**src/rtl/ysyx_25030093_arb_pkg.sv**
```systemverilog
// Shared types for the IFU/LSU memory arbiter.
package ysyx_25030093_arb_pkg;

    typedef enum logic [1:0] {
        IDLE  = 2'd0,
        ISSUE = 2'd1,
        WAIT  = 2'd2,
        RESP  = 2'd3
    } arb_state_e;

    localparam logic GRANT_IFU = 1'b0;
    localparam logic GRANT_LSU = 1'b1;

endpackage

```
**src/rtl/ysyx_25030093_rr_pick.sv**
```systemverilog
// Two-way round-robin winner selection; combinational only.
module ysyx_25030093_rr_pick
    import ysyx_25030093_arb_pkg::*;
(
    input  logic ifu_valid,
    input  logic lsu_valid,
    input  logic rr_last,
    output logic winner,
    output logic any_valid
);

    always_comb begin
        any_valid = ifu_valid | lsu_valid;
        winner    = GRANT_IFU;
        if (ifu_valid && lsu_valid) begin
            winner = ~rr_last;
        end else if (lsu_valid) begin
            winner = GRANT_LSU;
        end
    end

endmodule

```
**src/rtl/ysyx_25030093_mem_arbiter.sv**
```systemverilog
// Shares one memory port between IFU and LSU: one transaction at a time,
// round-robin on ties, with a timeout that turns a hung slave into an error.
module ysyx_25030093_mem_arbiter
    import ysyx_25030093_arb_pkg::*;
#(
    parameter int unsigned ADDR_W  = 32,
    parameter int unsigned DATA_W  = 32,
    parameter int unsigned TIMEOUT = 16
) (
    input  logic                clk,
    input  logic                rst,

    input  logic                ifu_req_valid,
    output logic                ifu_req_ready,
    input  logic [ADDR_W-1:0]   ifu_addr,
    output logic                ifu_resp_valid,
    input  logic                ifu_resp_ready,
    output logic [DATA_W-1:0]   ifu_rdata,
    output logic                ifu_resp_err,

    input  logic                lsu_req_valid,
    output logic                lsu_req_ready,
    input  logic [ADDR_W-1:0]   lsu_addr,
    input  logic                lsu_wen,
    input  logic [DATA_W-1:0]   lsu_wdata,
    input  logic [DATA_W/8-1:0] lsu_wmask,
    output logic                lsu_resp_valid,
    input  logic                lsu_resp_ready,
    output logic [DATA_W-1:0]   lsu_rdata,
    output logic                lsu_resp_err,

    output logic                mem_req_valid,
    input  logic                mem_req_ready,
    output logic [ADDR_W-1:0]   mem_addr,
    output logic                mem_wen,
    output logic [DATA_W-1:0]   mem_wdata,
    output logic [DATA_W/8-1:0] mem_wmask,
    input  logic                mem_resp_valid,
    output logic                mem_resp_ready,
    input  logic [DATA_W-1:0]   mem_rdata,
    input  logic                mem_resp_err,

    output logic                grant,
    output logic                busy
);

    localparam int unsigned MASK_W = DATA_W / 8;
    localparam int unsigned TW     = (TIMEOUT > 1) ? $clog2(TIMEOUT + 1) : 1;
    localparam int unsigned TLIM   = (TIMEOUT > 0) ? TIMEOUT - 1 : 0;
    localparam bit          TO_EN  = (TIMEOUT != 0);

    arb_state_e          state_q, state_d;
    logic                grant_q, grant_d;
    logic                rr_last_q, rr_last_d;
    logic [TW-1:0]       timer_q, timer_d;
    logic [ADDR_W-1:0]   addr_q, addr_d;
    logic                wen_q, wen_d;
    logic [DATA_W-1:0]   wdata_q, wdata_d;
    logic [MASK_W-1:0]   wmask_q, wmask_d;
    logic [DATA_W-1:0]   rdata_q, rdata_d;
    logic                err_q, err_d;

    logic                winner;
    logic                any_valid;
    logic                timed_out;
    logic                resp_taken;

    ysyx_25030093_rr_pick u_rr_pick (
        .ifu_valid (ifu_req_valid),
        .lsu_valid (lsu_req_valid),
        .rr_last   (rr_last_q),
        .winner    (winner),
        .any_valid (any_valid)
    );

    // Once past the limit (handshake won at expiry), the next idle cycle times out.
    assign timed_out  = TO_EN && (timer_q >= TW'(TLIM));
    assign resp_taken = (grant_q == GRANT_LSU) ? lsu_resp_ready : ifu_resp_ready;

    always_comb begin
        state_d       = state_q;
        grant_d       = grant_q;
        rr_last_d     = rr_last_q;
        timer_d       = timer_q;
        addr_d        = addr_q;
        wen_d         = wen_q;
        wdata_d       = wdata_q;
        wmask_d       = wmask_q;
        rdata_d       = rdata_q;
        err_d         = err_q;
        ifu_req_ready = 1'b0;
        lsu_req_ready = 1'b0;

        case (state_q)
            IDLE: begin
                ifu_req_ready = any_valid && (winner == GRANT_IFU);
                lsu_req_ready = any_valid && (winner == GRANT_LSU);
                if (any_valid) begin
                    grant_d = winner;
                    timer_d = '0;
                    state_d = ISSUE;
                    if (winner == GRANT_LSU) begin
                        addr_d  = lsu_addr;
                        wen_d   = lsu_wen;
                        wdata_d = lsu_wdata;
                        wmask_d = lsu_wmask;
                    end else begin
                        addr_d  = ifu_addr;
                        wen_d   = 1'b0;
                        wdata_d = '0;
                        wmask_d = '0;
                    end
                end
            end
            ISSUE: begin
                timer_d = timer_q + TW'(1);
                if (mem_req_ready) begin
                    state_d = WAIT;
                end else if (timed_out) begin
                    rdata_d = '0;
                    err_d   = 1'b1;
                    state_d = RESP;
                end
            end
            WAIT: begin
                timer_d = timer_q + TW'(1);
                if (mem_resp_valid) begin
                    rdata_d = mem_rdata;
                    err_d   = mem_resp_err;
                    state_d = RESP;
                end else if (timed_out) begin
                    rdata_d = '0;
                    err_d   = 1'b1;
                    state_d = RESP;
                end
            end
            RESP: begin
                if (resp_taken) begin
                    rr_last_d = grant_q;
                    state_d   = IDLE;
                end
            end
            default: state_d = IDLE;
        endcase
    end

    always_ff @(posedge clk or negedge rst) begin
        if (!rst) begin
            state_q   <= IDLE;
            grant_q   <= GRANT_IFU;
            rr_last_q <= GRANT_LSU;
            timer_q   <= '0;
            addr_q    <= '0;
            wen_q     <= 1'b0;
            wdata_q   <= '0;
            wmask_q   <= '0;
            rdata_q   <= '0;
            err_q     <= 1'b0;
        end else begin
            state_q   <= state_d;
            grant_q   <= grant_d;
            rr_last_q <= rr_last_d;
            timer_q   <= timer_d;
            addr_q    <= addr_d;
            wen_q     <= wen_d;
            wdata_q   <= wdata_d;
            wmask_q   <= wmask_d;
            rdata_q   <= rdata_d;
            err_q     <= err_d;
        end
    end

    // Handshake strobes are pure decodes of the state register.
    assign mem_req_valid  = (state_q == ISSUE);
    assign mem_resp_ready = (state_q == WAIT);
    assign ifu_resp_valid = (state_q == RESP) && (grant_q == GRANT_IFU);
    assign lsu_resp_valid = (state_q == RESP) && (grant_q == GRANT_LSU);
    assign busy           = (state_q != IDLE);
    assign grant          = grant_q;

    assign mem_addr     = addr_q;
    assign mem_wen      = wen_q;
    assign mem_wdata    = wdata_q;
    assign mem_wmask    = wmask_q;
    assign ifu_rdata    = rdata_q;
    assign ifu_resp_err = err_q;
    assign lsu_rdata    = rdata_q;
    assign lsu_resp_err = err_q;

endmodule

```
**config.mk**
```make
export PLATFORM = sky130hd
export DESIGN_NAME = ysyx_25030093_mem_arbiter
export DESIGN_NICKNAME = d
export VERILOG_FILES = /design/src/rtl/ysyx_25030093_arb_pkg.sv /design/src/rtl/ysyx_25030093_rr_pick.sv /design/src/rtl/ysyx_25030093_mem_arbiter.sv
export SDC_FILE = /design/constraint.sdc
export NUM_CORES = 1
export LEC_CHECK = 0
export CORE_AREA = 4 4 129 131
export CTS_CLUSTER_DIAMETER = 120
export CTS_CLUSTER_SIZE = 10
export DETAILED_ROUTE_END_ITERATION = 6
export DIE_AREA = 0 0 133 135
export HOLD_SLACK_MARGIN = 0.03
export PLACE_DENSITY_LB_ADDON = 0.15
export SYNTH_ARGS = -nofsm -noshare
export SYNTH_HDL_FRONTEND = slang
export SYNTH_SLANG_ARGS = --single-unit
```
**constraint.sdc**
```tcl
create_clock -name clk -period 1.8 [get_ports clk]
set_clock_uncertainty 0.2 [all_clocks]
set_input_delay 0.18 -clock clk [delete_from_list [all_inputs] [get_ports clk]]
set_output_delay 0.18 -clock clk [all_outputs]
set_load 0.05 [all_outputs]
```
==> results of run 1 <==
sequential cells by signal, summed over array words and instances, names as in the netlist:
signal / cells
rr_last_q: 1
ifu_rdata: 32
mem_wdata: 32
mem_addr: 32
ifu_resp_err: 1
mem_wen: 1
mem_wmask: 4
timer_q: 5
grant: 1
state_q: 2
cells in the final DEF (no fill, tap or decap), types with 2 or more instances in the layout:
cell and n:
a211oi_1 2, a21o_1 3, a21oi_1 2, a21oi_4 2
a221o_1 32, a22o_1 39, a31oi_1 32, and2_4 5
and3_1 65, buf_12 21, buf_4 170, buf_6 6
bufbuf_16 3, clkbuf_16 11, clkbuf_8 3, clkdlybuf4s50_1 140
dfrtp_1 110, ha_4 6, inv_1 34, inv_2 3
nand2_1 3, nand2b_1 2, nand3_1 33, nor2_1 4
nor3_4 2, nor3b_1 2, o211ai_1 32
routing by layer:
metal  global-route usage, %  share of wire (%)  up-vias
li1                        -                  -     2457
met4                    5.20                1.2        0
met2                    37.4                 52      217
met3                    4.40                6.5       19
met5                       0                  0        -
met1                    26.5                 41     2625
final timing paths:
path | from | endpoint | slack, ps | depth (start not counted)
worst max-delay path | state_q[0]$_DFFE_PN0P_ | ifu_rdata[10]$_DFFE_PN0P_ | -120 | 7
worst min-delay path | rst | mem_wdata[4]$_DFFE_PN0P_ | 120 | 2
worst max register to register | state_q[0]$_DFFE_PN0P_ | ifu_rdata[10]$_DFFE_PN0P_ | -120 | 7
worst min register to register | mem_wdata[27]$_DFFE_PN0P_ | mem_wdata[27]$_DFFE_PN0P_ | 300 | 1
max in group asynchronous | rst | rr_last_q$_DFFE_PN1P_ | 650 | 3
min in group clk | lsu_wdata[29] | mem_wdata[29]$_DFFE_PN0P_ | 240 | 2
worst max-delay path, stage by stage (launching register included):
cell and delay [ps]:
dfrtp_1 420, buf_4 160, buf_6 110, ha_4 190, bufbuf_16 270, and3_1 170, a31oi_1 160, o211ai_1 100
area by class of cell:
class	instances	area [um^2]	area share, %
clock buffers	13	270	2.97
inverters	37	139	1.52
multi-input cells	289	2280	25.0
flip-flops and latches	111	2780	30.5
clock inverters	2	38.8	0.426
repair buffers	344	3340	36.6
well taps	216	270	2.97
where the power goes:
| part | internal [mW] | switching [mW] | leakage [nW] |
|---|---|---|---|
| sequential | 3.43 | 0.643 | 1.28 |
| combinational | 4.16 | 6.37 | 3.01 |
| clock | 1.19 | 0.877 | 0.152 |
| total | 8.78 | 7.89 | 4.44 |
Yosys cell counts, types with 2 or more instances:
cell type / count / share of area [%]
dfrtp_1: 110 / 50
and3_1: 66 / 7.6
a22o_1: 39 / 6.3
inv_1: 37 / 2.5
buf_4: 36 / 5.0
a31oi_1: 33 / 3.8
nand3_1: 33 / 3.0
a221o_1: 32 / 5.9
o211ai_1: 32 / 4.4
clkbuf_1: 25 / 1.7
buf_2: 14 / 1.3
ha_1: 6 / 1.4
nor2_1: 5 / 0.34
nand2_1: 4 / 0.28
a21o_1: 3 / 0.41
and2_1: 3 / 0.34
nand2b_1: 3 / 0.34
a211oi_1: 2 / 0.28
a21oi_1: 2 / 0.18
a21oi_2: 2 / 0.32
nor2b_1: 2 / 0.23
nor3b_1: 2 / 0.28
logic make-up (layout without fill, tap and decap cells):
logic type | after synthesis | in the layout | share of synthesized area [%]
AND/OR/NAND/NOR | 128 | 129 | 14.0
AO/OA/AOI/OAI | 153 | 153 | 22.7
adder cells (fa/ha/maj) | 6 | 6 | 1.38
multiplexers | 1 | 1 | 0.184
flip-flops | 111 | 111 | 51.0
buffers and inverters | 113 | 396 | 10.7
timing repair:
| action | 4_1_cts | 5_1_grt |
|---|---|---|
| hold endpoints to repair | 110 | 0 |
| hold buffers | 1 | 0 |
| gates cloned | 4 | 3 |
| endpoints found under the setup margin | 39 | 115 |
| pin swaps | 9 | 4 |
| buffers inserted | 9 | 9 |
| gates resized for setup | 22 | 8 |
stage by stage:
stage	setup WS (ps)	hold WS, ps	cell area (um^2)	util [%]
final	-122	116	9110	58.4
after global routing	-159	136	9110	58.4
after CTS	-109	122	8950	57.4
after detailed placement	-132	-55.3	8360	53.6
after global placement	-82.6	-50.0	8360	53.6
after floorplan	-4.60	-316	5550	-
==> metrics.txt, run 1 <==
final-layout fill cell count=1,311; Post-synth EDFFs=0; total power=16.7 mW; routed vias/inst=5.25; part of the cycle the worst path needs=107%; failing checks=negative setup slack; IO Port Bufs=284; IO Count=285; Final HPWL DP=13,700 um; initial detailed-routing violation count=288; Detail Route Antenna Nets=0; drt first pass iters=4; max-cap violation count=0; # clock sinks=111; post-synthesis sequential area ratio=51.0%; Mapped Cells=512; Hold WC Path Type=in2async; Post-route DRC=0; syn avg cell area=10.6 um^2; Antenna Cells=0; Routed WL per cell=19.8 um; Final setup viols=57; core area=0.0156 mm^2; Worst Path Arrival=1940 ps; Synth cell types=43; CTS Buffer Depth=2; slew margin rel.=71.4%; CP required=1810 ps; Synth-to-Final Area Change=67.1%; initial antenna violation count=0; Worst Tran Pin Value=429 ps; clock transition at the register clock pins on the worst setup and hold paths after CTS=70 ps; worst skew pair latency=340 ps; first-pass GRT wire length=30,700 um; total track usage=21.2%; post-layout instance count excluding filler cells=1,012; Initial Util=35.0%; CTS tree=yes; Warnings, synthesis=0; vias in the first global route=5,358; CP Max Fanout=9; Leak Pwr=4.44 nW; total grt overflow=0; Post-Syn Nets=660; DIE HEIGHT=135 um; DP Cell Count=971; number of cell rows=46; Vias=5,318; largest net degree at the start of global routing=46; outcome=finished with violations; Num CTS Buffers=9; Placer Congestion=0.810; share of flip-flops with an asynchronous set or reset=100%; setup TNS=-2420 ps; Worst setup EP type=register; Max Fclk=520 MHz; Die X=133 um; Setup crit start kind=register; final net count=940; H-tree Lvls=3; Syn Std Cell Area=0.00545 mm^2; PwrDens=1830 mW/mm^2; Pins Over Slew Limit=0; share of cells above drive strength 1=30.9%; routed wire length=20,000 um; Final Worst Setup Slack=-122 ps; critical path class=reg2reg; ys flop type=dfrtp_1; Max IR drop VDD=0.728 mV; unrepaired setup endpoints after global routing=true; clock root buffer=clkbuf_16; full die area=0.0180 mm^2; Final Hold Fails=0; post-route minimum period=1920 ps; Seq cells post-synth=111
Note: power is estimated with default switching activity, not from simulation.
==> run 2: changes to the inputs <==
--- a/config.mk
+++ b/config.mk
@@ -12,6 +12,7 @@
 export DIE_AREA = 0 0 133 135
 export HOLD_SLACK_MARGIN = 0.03
 export PLACE_DENSITY_LB_ADDON = 0.15
+export SLEW_MARGIN = 20
 export SYNTH_ARGS = -nofsm -noshare
 export SYNTH_HDL_FRONTEND = slang
 export SYNTH_SLANG_ARGS = --single-unit
==> results of run 2 <==
Same layout as run 1: the final DEF is identical, and so are final timing and power.
==> run 3: changes to the inputs <==
--- a/config.mk
+++ b/config.mk
@@ -5,13 +5,14 @@
 export SDC_FILE = /design/constraint.sdc
 export NUM_CORES = 1
 export LEC_CHECK = 0
-export CORE_AREA = 4 4 129 131
+export CORE_AREA = 5 5 130 132
 export CTS_CLUSTER_DIAMETER = 120
 export CTS_CLUSTER_SIZE = 10
 export DETAILED_ROUTE_END_ITERATION = 6
-export DIE_AREA = 0 0 133 135
+export DIE_AREA = 0 0 135 137
 export HOLD_SLACK_MARGIN = 0.03
 export PLACE_DENSITY_LB_ADDON = 0.15
+export REMOVE_ABC_BUFFERS = 1
 export SLEW_MARGIN = 20
 export SYNTH_ARGS = -nofsm -noshare
 export SYNTH_HDL_FRONTEND = slang
==> run 3 against run 2 <==
Compared with the run above:
- clock-buffer cell count is 4 lower
- global-route usage is 0.92 points higher
- combinational power increased by 9%
- register-to-register slack lost 20 ps
- the run still ends with negative setup slack left
- largest cell class unchanged
==> metrics.txt, run 3 (synthesis results as in run 1) <==
Routed WL per cell=21.0 um (was 19.8 um); Final Hold Fails=0 (unchanged); full die area=0.0185 mm^2 (was 0.0180 mm^2); initial antenna violation count=0 (unchanged); total power=17.6 mW (was 16.7 mW); # clock sinks=111 (unchanged); Worst Tran Pin Value=549 ps (was 429 ps); Die X=135 um (was 133 um); first-pass GRT wire length=31,800 um (was 30,700 um); Max IR drop VDD=1.15 mV (was 0.728 mV); CP max stage delay=380 ps (was 420 ps); part of the cycle the worst path needs=108% (was 107%); slowest stage cell, crit path=dfrtp_1 (unchanged); Hold WC Path Type=in2async (unchanged); failing checks=negative setup slack (unchanged); unrepaired setup endpoints after global routing=true (unchanged); share of cells above drive strength 1=35.8% (was 30.9%); initial detailed-routing violation count=345 (was 288); routed wire length=21,700 um (was 20,000 um); Worst setup EP type=register (unchanged); H-tree Lvls=3 (unchanged); core area=0.0156 mm^2 (unchanged); largest net degree at the start of global routing=38 (was 46); critical path class=reg2reg (unchanged); Post-route DRC=0 (unchanged); Num CTS Buffers=9 (unchanged); clock root buffer=clkbuf_16 (unchanged); Final HPWL DP=14,100 um (was 13,700 um); Worst Path Arrival=1980 ps (was 1940 ps); IO Count=285 (unchanged); max-cap violation count=0 (unchanged); Final Worst Setup Slack=-138 ps (was -122 ps); vias in the first global route=5,592 (was 5,358); clock transition at the register clock pins on the worst setup and hold paths after CTS=80 ps (was 70 ps); Pins Over Slew Limit=0 (unchanged); Placer Congestion=0.805 (was 0.810); Setup crit start kind=register (unchanged); IO Port Bufs=284 (unchanged); CP Max Fanout=6 (was 9); drt first pass iters=5 (was 4); r2r setup slk=-140 ps (was -120 ps); routed vias/inst=5.35 (was 5.25); leading cell type in the layout, fill and taps excluded=buf_4 (unchanged); total track usage=22.1% (was 21.2%); Detail Route Antenna Nets=0 (unchanged); Final setup viols=91 (was 57); post-route minimum period=1940 ps (was 1920 ps); Antenna Cells=0 (unchanged); Vias=5,540 (was 5,318); Max Fclk=516 MHz (was 520 MHz); most frequent cells in the layout=171 x buf_4, 140 x clkdlybuf4s50_1, 110 x dfrtp_1 (was 170 x buf_4, 140 x clkdlybuf4s50_1, 110 x dfrtp_1); utilization after layout=61.6% (was 58.4%); CTS tree=yes (unchanged); slew margin rel.=63.3% (was 71.4%); number of cell rows=46 (unchanged); Leak Pwr=4.65 nW (was 4.44 nW); Final Hold Slack=108 ps (was 116 ps); final net count=962 (was 940); total grt overflow=0 (unchanged); Synth-to-Final Area Change=76.1% (was 67.1%); PwrDens=1830 mW/mm^2 (about the same); Initial Util=35.0% (unchanged); worst skew pair latency=360 ps (was 340 ps); worst path cell trace=ha_2 > and3_4 > ha_4 > nor3_4 > buf_6 > buf_12 > nand3b_1 > o211a_1 (was buf_4 > buf_6 > ha_4 > bufbuf_16 > and3_1 > a31oi_1 > o211ai_1); outcome=finished with violations (unchanged); CTS Buffer Depth=2 (unchanged); CP required=1840 ps (was 1810 ps); DIE HEIGHT=137 um (was 135 um)
## run 3: changes by cell type in the layout (fill, tap and decap cells not counted), moves of 3 or more
| cell | previous run | this run |
|---|---|---|
| and3_4 | 1 | 8 |
| clkbuf_8 | 3 | 0 |
| clkbuf_16 | 11 | 16 |
| nand3_2 | 0 | 10 |
| buf_16 | 0 | 3 |
| a31oi_1 | 32 | 29 |
| a31oi_2 | 0 | 4 |
| buf_12 | 21 | 25 |
| nand3_1 | 33 | 23 |
| buf_6 | 6 | 13 |
| and3_1 | 65 | 58 |
## run 3: final timing paths
path,from,end,cells past startpoint
min reg2reg,mem_wdata[10]$_DFFE_PN0P_,mem_wdata[10]$_DFFE_PN0P_,1
min,rst,mem_wdata[9]$_DFFE_PN0P_,2
max reg2reg,timer_q[0]$_DFFE_PN0P_,ifu_resp_err$_DFFE_PN0P_,8
max,timer_q[0]$_DFFE_PN0P_,ifu_resp_err$_DFFE_PN0P_,8
max in group asynchronous,rst,rr_last_q$_DFFE_PN1P_,3
min in group clk,lsu_wdata[20],mem_wdata[20]$_DFFE_PN0P_,2
## run 3: cell type report
type,count,area [um^2]
Clock buffer,9,225
Clock inverter,7,90.1
Fill cell,1271,6000
Inverter,37,141
Multi-Input combinational cell,291,2400
Sequential cell,111,2780
Tap cell,216,270
Timing Repair Buffer,364,3690
## run 3: what timing repair did
action                     CTS  global route
resized for setup           52            32
setup buffers               15             8
cloned                       7            10
hold endpoints to repair   110             0
hold buffers                 1             0
setup endpoints to repair   99           113
pin swaps                    7            11
## run 3: critical path: cells and delay by family (launching register included)
family,cells,cell delay [ps]
simple gates,3,430
flops,1,380
fa+ha+maj,2,370
buf+inv,2,300
compound gates,1,140
## run 3: report_power, final
part           internal (mW)  total [mW]  leakage [nW]  switching, mW
combinational           4.71        11.4          3.22           6.67
clock                   1.11        2.14         0.147           1.02
sequential              3.43        4.09          1.28          0.660
## run 3: per-layer routing
metal | track usage, % | up-vias | part of all wire [%] | routed length [um]
li1 | - | 2516 | - | -
met1 | 28.0 | 2768 | 40 | 8790
met2 | 38.5 | 210 | 51 | 11100
met3 | 4.30 | 46 | 5.4 | 1180
met4 | 6.22 | 0 | 3.0 | 650
met5 | 0 | - | 0 | 0
## run 3: through the flow
stage                     TNS [ps]  worst slack [ps]  area (um^2)  cells
after CTS                    -3270              -120         9210   1019
after global placement       -8630              -163         8370    980
after detailed placement    -10950              -204         8370    980
after floorplan            -142590             -1530         5010    436
final                        -5970              -138         9600   1035
after global routing        -12290              -200         9600   1035
